--- src/rtl/pipe_pkg.sv ---
// Shared definitions for the memory-access pipeline stage.
package pipe_pkg;

  // Data-memory access sizes as carried in the EX/MEM bundle.
  localparam logic [1:0] DMEM_W  = 2'b00;  // word
  localparam logic [1:0] DMEM_H  = 2'b01;  // halfword, sign-extended
  localparam logic [1:0] DMEM_B  = 2'b10;  // byte, sign-extended
  localparam logic [1:0] DMEM_BU = 2'b11;  // byte, zero-extended

  // Writeback source select.
  localparam logic RD_SEL_MEM = 1'b1;
  localparam logic RD_SEL_ALU = 1'b0;

  // Memory-port FSM.
  typedef enum logic {
    ST_IDLE = 1'b0,
    ST_REQ  = 1'b1
  } state_e;

  // Everything captured from the EX/MEM bundle when an access is launched.
  typedef struct packed {
    logic        we;
    logic [1:0]  dtype;
    logic [1:0]  offset;
    logic        rd_sel;
    logic [4:0]  rd_waddr;
    logic        rd_wena;
    logic [31:0] alu_result;
    logic [3:0]  be;
    logic [31:0] wdata;
  } mem_op_t;

endpackage

--- src/rtl/mem_align.sv ---
// Combinational lane logic: byte enables, store replication, misalign
// detection for the incoming access, and load extraction for the latched one.
module mem_align
  import pipe_pkg::*;
(
  input  logic [1:0]  addr_lo,
  input  logic [1:0]  dmem_type,
  input  logic [31:0] st_data,
  input  logic [1:0]  ld_offset,
  input  logic [1:0]  ld_type,
  input  logic [31:0] rdata,
  output logic [3:0]  be,
  output logic [31:0] wdata,
  output logic        misalign,
  output logic [31:0] ld_data
);

  logic [15:0] lane;

  // Store-side decode for the access presented by EX/MEM.
  always_comb begin
    // NOTE: every output gets a default first so no path leaves it unassigned, which would infer a latch.
    be       = 4'b1111;
    wdata    = st_data;
    misalign = 1'b0;
    case (dmem_type)
      DMEM_W: misalign = |addr_lo;
      DMEM_H: begin
        be       = addr_lo[1] ? 4'b1100 : 4'b0011;
        wdata    = {2{st_data[15:0]}};
        misalign = addr_lo[0];
      end
      DMEM_B, DMEM_BU: begin
        be    = 4'b0001 << addr_lo;
        wdata = {4{st_data[7:0]}};
      end
      default: ;
    endcase
  end

  // Bring the addressed lane down to bit 0.
  assign lane = 16'(rdata >> {ld_offset, 3'b000});

  // Load extraction with sign or zero extension.
  always_comb begin
    ld_data = rdata;
    case (ld_type)
      DMEM_H:  ld_data = {{16{lane[15]}}, lane[15:0]};
      DMEM_B:  ld_data = {{24{lane[7]}}, lane[7:0]};
      DMEM_BU: ld_data = {24'h0, lane[7:0]};
      default: ;
    endcase
  end

endmodule

--- src/rtl/pipe_mem_stage.sv ---
// Memory-access stage: drives a req/ack data-memory port from the EX/MEM
// bundle, stalls upstream while an access is in flight, and registers the
// MEM/WB writeback bundle.
module pipe_mem_stage
  import pipe_pkg::*;
#(
  parameter int ADDR_W = 32
) (
  input  logic              in_clk,
  input  logic              in_rst_n,
  input  logic              in_dmem_ena,
  input  logic              in_dmem_wena,
  input  logic [1:0]        in_dmem_type,
  input  logic [31:0]       in_rt_data,
  input  logic [4:0]        in_rd_waddr,
  input  logic              in_rd_sel,
  input  logic              in_rd_wena,
  input  logic [31:0]       in_alu_result,
  input  logic              in_mem_ack,
  input  logic [31:0]       in_mem_rdata,
  output logic              out_mem_req,
  output logic              out_mem_we,
  output logic [ADDR_W-1:0] out_mem_addr,
  output logic [3:0]        out_mem_be,
  output logic [31:0]       out_mem_wdata,
  output logic              out_stall,
  output logic              out_valid,
  output logic [31:0]       out_wb_data,
  output logic [4:0]        out_rd_waddr,
  output logic              out_rd_wena,
  output logic              out_misalign
);

  state_e            state_q, state_d;
  mem_op_t           op_q;
  logic [ADDR_W-1:0] addr_q;

  logic [3:0]  be;
  logic [31:0] wdata;
  logic        misalign;
  logic [31:0] ld_data;
  logic [31:0] ack_wb;
  logic        start;

  mem_align u_align (
    .addr_lo   (in_alu_result[1:0]),
    .dmem_type (in_dmem_type),
    .st_data   (in_rt_data),
    .ld_offset (op_q.offset),
    .ld_type   (op_q.dtype),
    .rdata     (in_mem_rdata),
    .be        (be),
    .wdata     (wdata),
    .misalign  (misalign),
    .ld_data   (ld_data)
  );

  // An aligned memory instruction seen in IDLE launches a request.
  assign start = (state_q == ST_IDLE) && in_dmem_ena && !misalign;

  // Next state and upstream stall.
  always_comb begin
    state_d   = state_q;
    out_stall = 1'b0;
    case (state_q)
      ST_IDLE: begin
        if (start) begin
          state_d   = ST_REQ;
          out_stall = 1'b1;
        end
      end
      ST_REQ: begin
        out_stall = ~in_mem_ack;
        if (in_mem_ack) state_d = ST_IDLE;
      end
      default: state_d = ST_IDLE;
    endcase
  end

  // Port strobes follow the state; address, enables and data come from the latches.
  assign out_mem_req   = (state_q == ST_REQ);
  assign out_mem_we    = out_mem_req & op_q.we;
  assign out_mem_addr  = addr_q;
  assign out_mem_be    = op_q.be;
  assign out_mem_wdata = op_q.wdata;

  // Writeback source for a completed access.
  always_comb begin
    ack_wb = op_q.alu_result;
    case (op_q.rd_sel)
      RD_SEL_MEM: ack_wb = ld_data;
      RD_SEL_ALU: ack_wb = op_q.alu_result;
      default: ;
    endcase
  end

  // Capture the access when it launches.
  // NOTE: these are pure data latches qualified by start; they carry no reset because the FSM never reads them outside REQ.
  always_ff @(posedge in_clk) begin
    if (start) begin
      op_q.we         <= in_dmem_wena;
      op_q.dtype      <= in_dmem_type;
      op_q.offset     <= in_alu_result[1:0];
      op_q.rd_sel     <= in_rd_sel;
      op_q.rd_waddr   <= in_rd_waddr;
      op_q.rd_wena    <= in_rd_wena;
      op_q.alu_result <= in_alu_result;
      op_q.be         <= be;
      op_q.wdata      <= wdata;
      addr_q          <= {in_alu_result[ADDR_W-1:2], 2'b00};
    end
  end

  // FSM state and the MEM/WB output register.
  always_ff @(posedge in_clk) begin
    // NOTE: sequential state uses non-blocking assignments so every register samples pre-edge values.
    if (!in_rst_n) begin
      state_q      <= ST_IDLE;
      out_valid    <= 1'b0;
      out_wb_data  <= '0;
      out_rd_waddr <= '0;
      out_rd_wena  <= 1'b0;
      out_misalign <= 1'b0;
    end else begin
      state_q      <= state_d;
      out_valid    <= 1'b0;
      out_rd_wena  <= 1'b0;
      out_misalign <= 1'b0;
      if (state_q == ST_REQ) begin
        if (in_mem_ack) begin
          out_valid    <= 1'b1;
          out_wb_data  <= ack_wb;
          out_rd_waddr <= op_q.rd_waddr;
          out_rd_wena  <= op_q.rd_wena;
        end
      end else if (!in_dmem_ena) begin
        out_valid    <= 1'b1;
        out_wb_data  <= in_alu_result;
        out_rd_waddr <= in_rd_waddr;
        out_rd_wena  <= in_rd_wena;
      end else if (misalign) begin
        out_valid    <= 1'b1;
        out_wb_data  <= in_alu_result;
        out_rd_waddr <= in_rd_waddr;
        out_misalign <= 1'b1;
      end
    end
  end

endmodule

--- config.mk ---
export PLATFORM = sky130hd
export DESIGN_NAME = pipe_mem_stage
export DESIGN_NICKNAME = d
export VERILOG_FILES = /design/src/rtl/pipe_pkg.sv /design/src/rtl/mem_align.sv /design/src/rtl/pipe_mem_stage.sv
export SDC_FILE = /design/constraint.sdc
export NUM_CORES = 1
export LEC_CHECK = 0
export CORE_ASPECT_RATIO = 2
export CORE_MARGIN = 2
export CORE_UTILIZATION = 47
export CTS_CLUSTER_SIZE = 12
export DETAILED_ROUTE_END_ITERATION = 7
export GPL_TIMING_DRIVEN = 0
export PLACE_DENSITY_LB_ADDON = 0.3
export SETUP_SLACK_MARGIN = 0.05
export SLEW_MARGIN = 25
export SYNTH_ARGS = -nofsm -noshare
export SYNTH_HDL_FRONTEND = slang
export SYNTH_SLANG_ARGS = --single-unit
export TNS_END_PERCENT = 50
--- constraint.sdc ---
create_clock -name in_clk -period 9.3 [get_ports in_clk]
set_input_delay 1.86 -clock in_clk [delete_from_list [all_inputs] [get_ports in_clk]]
set_output_delay 1.86 -clock in_clk [all_outputs]
set_load 0.005 [all_outputs]
# Yosys cells after proc, flatten, opt, wreduce, memory -nomap -nowiden
# Cells that the tools add are included.
# classes
n_eq_ne	8
shifts	2
n_mux	25
bitwise	6
reduce_logical	8
# op_table
cell	n
$mux 32	4
$pmux 32 s2	2
$pmux 32 s3	1
$shr 32x5->16	1
$mux 5	4
$mux 1	9
$eq 2x2->1 const B	4
$pmux 4 s2	1
$pmux 1 s2	3
$not 1->1	5
$eq 2x1->1 const B	2
$mux 4	1
$reduce_or 2->1	2
$shl 1x2->4 const A	1
$ne 3x1->1 const B	1
$reduce_or 3->1	1
$logic_and 1x1->1	2
$logic_not 2->1	1
$ne 2x2->1 const B	1
$reduce_and 2->1	1
$and 1x1->1	1
$logic_not 1->1	1
# word_totals
ff_bits	151
in_bits	110
out_inout_bits	111
wordCells	65

# Logic depth before layout (Yosys ltp)
# depth
ltp_word	6
depth_mapped	8
depth_no_buf	6

# Hierarchy
# From an unflattened synthesis, not the netlist that was laid out.
# unflattened
cells_unflattened	529
area_unflattened_um2	6075.8
# by_module_without_submodules
module	instances	cells_per_inst	area_each_um2	seq_area_each_um2
pipe_mem_stage	1	357	4860.9	3163.0
mem_align	1	172	1214.9	0.0

# Least setup slack after synthesis
# OpenSTA, ideal clock, no wires.
# synth_path
kind	input port to flip-flop
startpoint	input port in_dmem_type[0]
endpoint	register out_wb_data[23]
setup_time_ns	0.119
arrival_ns	6.229
required_time_ns	9.181
path_slack_ns	2.952
cell_stages	5
path_buffers	0
path_cell_list	and2b_1 > o21ba_2 > nor2_1 > nor2_1 > a32o_1
# synth_via
elab_chain_len	4
word_cells_on_any_way	5
cone_classes	2 x eq/ne; 1 x mux; 2 x reduce/logical
# synth_lines
item	line	source
from (decl)	pipe_mem_stage.sv:13	input logic [1:0] in_dmem_type,
$eq 2x1->1 / $logic_not 2->1 (equally long branches)	mem_align.sv:26	case (dmem_type)
$pmux 1 s2 (*)	mem_align.sv:26	
$ne 3x1->1 (no line) (*)	--	
$reduce_and 2->1 (no line) (*)	--	
to (signal assigned)	pipe_mem_stage.sv:132	out_wb_data <= ack_wb;
to (signal assigned)	pipe_mem_stage.sv:138	out_wb_data <= in_alu_result;
to (signal assigned)	pipe_mem_stage.sv:143	out_wb_data <= in_alu_result;
to (decl)	pipe_mem_stage.sv:28	output logic [31:0] out_wb_data,
# Every way passes the cells marked *; elsewhere a longest branch is shown, timed or not.
# A chain may end at the register's enable or synchronous reset.

# Worst setup path in the final report
# layout_path
startpoint	input port in_alu_result[1]
endpoint	output port out_stall
# layout_via
elab_chain_len	6
# layout_lines
item	line	source
from (decl)	pipe_mem_stage.sv:18	input logic [31:0] in_alu_result,
$reduce_or 2->1	mem_align.sv:27	DMEM_W: misalign = |addr_lo;
$pmux 1 s2	mem_align.sv:26	
$logic_not 1->1	pipe_mem_stage.sv:59	assign start = (state_q == ST_IDLE) && in_dmem_ena && !misalign;
$logic_and 1x1->1	pipe_mem_stage.sv:59	
$mux 1	pipe_mem_stage.sv:67	if (start) begin
$pmux 1 s2	pipe_mem_stage.sv:65	case (state_q)
to (decl)	pipe_mem_stage.sv:26	output logic out_stall,
# Every way passes these cells.

==> metrics <==
num rows=between 50 and 60; Finished Cell Area=8840 µm²; All-Layer GR Usage=0.281; CP arrival=between 4 and 5 ns; layout cell share with drive strength beyond 1=0.199; startpoint types=input pin; Worst R2R Setup Slack=~7.1 ns; cell area after synthesis=between 5000 and 6000 µm²; max-slew violations=0; first-pass GRT wire length=29.0 mm; WHS Endpoint=out_wb_data[11]; H-tree depth=4; Initial Util=0.482; worst setup path startpoint=in_alu_result[1]; RSZ-0062 raised after global routing=false; Reg2Reg Depth=6; Final ANT Viol Nets=0; WHS Path Cells=1; Post-Route WL=between 15 and 20 mm; Syn Area/Cell=about 11 µm²; simple logic cell fraction of the synthesized area=0.0830; CTS tree=done; Port Buffers=~220; launch point of the worst reg-to-reg path=op_q[75]; asr flop ratio synth=0; met3 Usage GRT=0.0737; fmax=about 0.17 GHz; status=finished clean; Buffers & Inverters on Critical Path=4; worst min path class=flip-flop to flip-flop; Crit Path Class=input pin to output pin; critical path fanouts, max=10; HP Start=out_wb_data[11]; die area=around 13,000 µm²; Crit. End Element=output pin; Req. time, crit path=7.44 ns; Die H=~160 µm; setup TNS=0 ns; XOR/XNOR Fraction of Synth Area=0; Ports=between 200 and 250; CP max stage delay=between 0.5 and 0.6 ns; DR vias=approximately 5,000; Slew @ Worst Pin=between 0.7 and 0.8 ns; Slowest cell on crit path=clkdlybuf4s50_1; setup violators final=0; vias in the first global route=about 5,400; largest net degree at the start of global routing=27; DR pass1 iterations=5; Sinks on Clock Net=119; adder-cell share of the synthesized area=0; Final GP Congestion=a little over 0.9; min Tclk post-route=slightly below 6 ns; final critical-path share of the clock period=0.635; area post-placement=8300 µm²; max_slew headroom=0.478; Peak VDD IR=slightly below 0.2 mV; grt met1 use=0.265; Pleak=about 3.3 nW; core footprint=around 12,000 µm²; final hold vios=0; post-CTS sizing=0; largest family of logic cells by synthesized area=compound AO/OA/AOI/OAI gates; Max Root-Sink Buffers=2; vias per inst=between 5 and 6; Detail Placement HPWL=14.8 mm; crit-path cells=clkdlybuf4s50_1 -> and2b_1 -> o21ba_2 -> o22a_2 -> inv_2 -> buf_4 -> clkdlybuf4s50_1; ANT cells=0; number of synthesized register bits=119; antenna violations before repair=0; Post-CTS Setup Inserts=0; power per standard cell area=about 170 nW/µm²; Warnings, synthesis=0; CTS clk-pin slew, worst paths=approximately 0.06 ns; cell mode on critical path=clkdlybuf4s50_1; Chip Width=82.9 µm; Post-Syn Instances=526; Worst Skew=around 0.0090 ns; grt met2 use=0.545; Iter 0 DRT Violations=around 370; Layout area overhead=51.2%; mux contribution to synthesized area=0.0667; DRC errors left=0; Critical R2R Capture=out_wb_data[12]; CTS root buffer=clkbuf_16; total gr overflow=0; Synth Area in Compound Gates=0.182; Yosys cell types=55; Post-synth EDFFs=78; post-DR wirelength/cell=roughly 21 µm; clk_lat worst skew=approximately 0.41 ns; max-cap viol count=0; ys flop type=edfxtp_1; sequential area share after synthesis=0.541; hold buffer count at cts=0; busiest grt layer=met2; Crit path max-delay family=buffers and inverters; Final nets=between 800 and 900; TritonCTS buffer count=17
==> logic make-up (layout without fill, tap and decap cells) <==
| family | count (synthesis) | count (layout) |
|---|---|---|
| flip-flops | 119 | 119 |
| other | 1 | 2 |
| multiplexers | 34 | 34 |
| AND/OR/NAND/NOR | 106 | 106 |
| buffers and inverters | 117 | 369 |
| AO/OA/AOI/OAI | 149 | 149 |
==> final cells by class <==
type	instances	area, µm²
Fill cell	915	3280
Tap cell	147	184
Inverter	15	56.3
Timing Repair Buffer	220	2250
Clock buffer	17	425
Sequential cell	119	3160
Multi-Input combinational cell	291	1950
Clock inverter	15	118
Buffer	102	687
==> flip-flops by register name (all words and copies together) (netlist names) <==
name and cells:
op_q 41, out_mem_req 1, out_mem_addr 1, out_mem_wdata 32, out_wb_data 32, out_rd_waddr 5, out_mem_be 4, out_misalign 1
out_valid 1, out_rd_wena 1
==> how the worst max path moves through the flow <==
| stage | cells after the start | endpoint | slack, ns |
|---|---|---|---|
| after CTS | 7 | out_stall | 3.38 |
| after global placement | 6 | out_wb_data[23] | 0.59 |
| after detailed placement | 7 | out_stall | 3.38 |
| after global routing | 7 | out_stall | 3.29 |
| after floorplan | 5 | out_wb_data[23] | 2.95 |
| final | 7 | out_stall | 3.39 |
==> stage by stage <==
stage | cells | utilization | hold slack (ns) | setup slack, ns | total power [mW]
final | 926 | 0.729 | 0.484 | 3.39 | 1.53
after global routing | 926 | 0.729 | 0.513 | 3.29 | 1.58
after CTS | 926 | 0.729 | 0.484 | 3.38 | 1.53
after global placement | 891 | 0.677 | 0.452 | 0.590 | 0.917
after detailed placement | 894 | 0.685 | 0.459 | 3.38 | 0.927
after floorplan | 527 | - | 0.459 | 2.95 | 0.759
==> cell usage after synthesis (4+ instances only) <==
library cell  count  area (µm²)
edfxtp_1         78        2340
buf_4            72         541
nor2_1           48         180
dfxtp_1          41         821
mux2_2           26         293
nand2_1          24        90.1
a22oi_1          23         173
o21ai_0          23         115
o221ai_1         20         175
a21oi_1          17        85.1
clkbuf_1         15        56.3
inv_1            14        52.6
o21ai_1          14        70.1
buf_2             9        45.0
nor2b_1           8        50.1
nand2b_1          7        43.8
mux2i_1           6        60.1
o211ai_1          6        45.0
o22ai_1           6        37.5
a211oi_1          5        37.5
a221oi_1          5        43.8
a31oi_1           5        31.3
a32o_1            5        50.1
a22o_1            4        35.0
nand3_1           4        20.0
==> power by group <==
group / switching, mW / total [mW] / internal [mW]
Combinational: 0.127 / 0.294 / 0.167
Clock: 0.262 / 0.608 / 0.346
Sequential: 0.0172 / 0.625 / 0.607
==> cell usage in the layout, fill, tap and decap left out, types with 7 or more instances in the layout <==
cell,n
clkbuf_16,17
clkdlybuf4s50_1,217
edfxtp_1,78
dfxtp_1,41
nor2b_1,8
inv_1,14
buf_2,9
clkbuf_1,15
o21ai_0,23
a22oi_1,23
buf_4,72
mux2_2,26
o221ai_1,20
nand2_1,24
a21oi_1,17
nand2b_1,7
nor2_1,47
o21ai_1,14
==> routing by layer <==
metal  vias up  wire length, µm  share of wire
met3        56             1220          0.064
li1       2377                -              -
met4         0              914          0.048
met1      2434             6180           0.32
met2       247            10900           0.57
met5         -                0              0
No activity file was read; power rests on OpenSTA's default activity.
==> RTL edit (config.mk and constraints unchanged) <==
Reset style: asynchronous (`in_rst_n`), changed in one clocked block.
--- a/src/rtl/pipe_mem_stage.sv
+++ b/src/rtl/pipe_mem_stage.sv
@@ -112,7 +112,7 @@
   end
 
   // FSM state and the MEM/WB output register.
-  always_ff @(posedge in_clk) begin
+  always_ff @(posedge in_clk or negedge in_rst_n) begin
     // NOTE: sequential state uses non-blocking assignments so every register samples pre-edge values.
     if (!in_rst_n) begin
       state_q      <= ST_IDLE;
Function: differs if in_rst_n is asserted again (counterexample within 4 cycles, from zero or initial values and one cycle with in_rst_n low); with in_rst_n held inactive, the same outputs for 4 cycles.
==> RTL edit against the original RTL <==
- sequential cell count is the same
- largest power group is now the clock network
- clock skew fell by 2.4 ps
- area after synthesis up 2.1%
- routed wire length fell by 2.2%
- worst setup slack got worse by 230 ps
- largest cell class unchanged
- cell area rose by 2.2%
- sequential power up 14%
- hold slack lost 7.1 ps
- utilization decreased by 0.57 points
- critical path depth shrank 1
- critical endpoint unchanged
- power grew 29%
- combinational power increased by 79%
- sequential share of layout area grew 1.5 points
==> RTL edit: results (changes against the original RTL) <==
The most flop-heavy register is op_q (unchanged). The initial antenna violation count came out at 0 (unchanged). The share of post-route cells with drive strength above 1 is 0.209 (was 0.199). The maximum fanout along the worst path came out at 11 (was 10). The global-route wire length before repair is 28800 um (was 29000 um). The cell depth of the worst flop-to-flop path came out at 4 (was 6). The CTS H-tree depth came out at 4 (unchanged). The port buffer count came out at 218 (was 217). The number of stages on the worst hold path came to 1 (unchanged). The clock latency at the later pin of the worst-skew pair came out at 410 ps (about the same). The register-to-register setup slack is 6880 ps (was 7130 ps). The worst setup skew after layout is 6.61 ps (was 9.00 ps). The filler cell count in the final layout came out at 893 (was 915). The maximum number of pins on one net before global-route repair came to 41 (was 27).

The startpoint of the worst-slack reg-to-reg timing path was out_mem_req (was op_q[75]). The initial detailed-routing violation count came to 274 (was 368). The global placement routability congestion came out at 0.931 (was 0.909). The number of flip-flops under the largest register name is 41 (unchanged).

The total length of routed wires came out at 18800 um (was 19200 um). The fraction of the yosys area taken by sequential cells came out at 0.564 (was 0.541). The final antenna-violating net count is 0 (unchanged). The last element of the critical path is out_stall (unchanged). Commonest cells post-synth: edfxtp_1 (78), buf_4 (68), nand2_1 (54) (was edfxtp_1 (78), buf_4 (72), nor2_1 (48)).

The cell type group with the largest total delay on the critical path was buffers and inverters (unchanged). The delay of the slowest cell on the worst path was 620 ps (was 560 ps). The end of the worst register-to-register path is op_q[52] (was out_wb_data[12]). The final net count is 857 (was 876). The placed wire-length estimate is 14300 um (was 14800 um). The diode insertion count for antenna repair came out at 0 (unchanged).

The post-synthesis cell type count is 49 (was 55). Leading post-synthesis cells by cell area: edfxtp_1 (39%), dfrtp_1 (17%), buf_4 (8.6%) (was edfxtp_1 (40%), dfxtp_1 (14%), buf_4 (9.2%)). The leakage power came out at 3.49 nW (was 3.33 nW). The overall track demand over capacity in global routing is 0.277 (was 0.281).

The number of global-route vias before repair is 5278 (was 5356). Status: complete, no violations (unchanged). The proportion of register bits with asynchronous set or reset after synthesis came out at 0.345 (was 0). The arrival time at the worst endpoint is 4280 ps (was 4050 ps).

The first-pass iteration count of the detailed router came out at 5 (unchanged). The worst max-slew margin expressed relative to the limit is 0.525 (was 0.478). The vias after detailed routing was 5008 (was 5114). The highest ir drop seen on vdd is 0.000159 V (was 0.000196 V). The predominant post-synthesis flop cell is edfxtp_1 (unchanged).
==> RTL edit: changes by cell type after synthesis, moves of 11 or more <==
cell / change
a22oi_1: -20
nor2_1: -26
o21ai_1: -13
nand2_1: +30
o21ai_0: +23
dfrtp_1: +41
dfxtp_1: -41
clkbuf_1: +11
==> RTL edit: layer usage <==
metal	routed length [um]	global-route usage	vias up
met3	1310	0.0808	36
li1	-	-	2281
met5	0	0	-
met2	10500	0.524	245
met1	6400	0.281	2446
met4	546	0.106	0
==> RTL edit: area by class of cell <==
type,count,area (um^2),area share
flip-flops and latches,119,3370,0.373
repair buffers,220,2220,0.245
multi-input cells,278,1920,0.212
plain buffers,101,654,0.0724
clock buffers,18,429,0.0475
clock inverters,14,221,0.0245
well taps,150,188,0.0208
inverters,10,37.5,0.00416
==> RTL edit: power breakdown <==
part	leakage, nW	total (mW)	switching (mW)	internal [mW]
clock network	0.309	0.726	0.248	0.478
logic	1.96	0.526	0.229	0.297
registers	1.22	0.714	0.0505	0.664
total	3.49	1.97	0.527	1.44
==> RTL edit: metrics by stage <==
step	utilization	instances	cell area, um^2	hold slack (ps)	worst slack [ps]
after floorplan	-	508	5970	449	4790
after global routing	0.724	910	9030	492	2970
final	0.724	910	9030	477	3160
after global placement	0.668	876	8340	464	3200
after detailed placement	0.672	878	8380	470	3200
after CTS	0.724	910	9030	483	3160
==> RTL edit: worst register-to-register path, delay by kind of cell, from the launching register on <==
family	cells	cell delay, ps
flops	1	390
simple gates	1	860
buf+inv	3	810
==> RTL edit: kinds of logic (layout without fill, tap and decap cells) <==
family	Yosys count	in the layout	share of synthesized area
buffers and inverters	111	363	0.116
other	1	2	0.000628
AND/OR/NAND/NOR	104	104	0.0788
AO/OA/AOI/OAI	136	136	0.173
flip-flops	119	119	0.564
multiplexers	36	36	0.0677
==> RTL edit: how the worst min path moves through the flow <==
stage                            endpoint  slack (ps)            start
after floorplan               out_rd_wena         450         op_q[68]
after global placement    out_rd_waddr[2]         460  out_rd_waddr[2]
after detailed placement      out_rd_wena         470         op_q[68]
after CTS                     out_rd_wena         480         op_q[68]
after global routing          out_rd_wena         490         op_q[68]
final                         out_rd_wena         480         op_q[68]
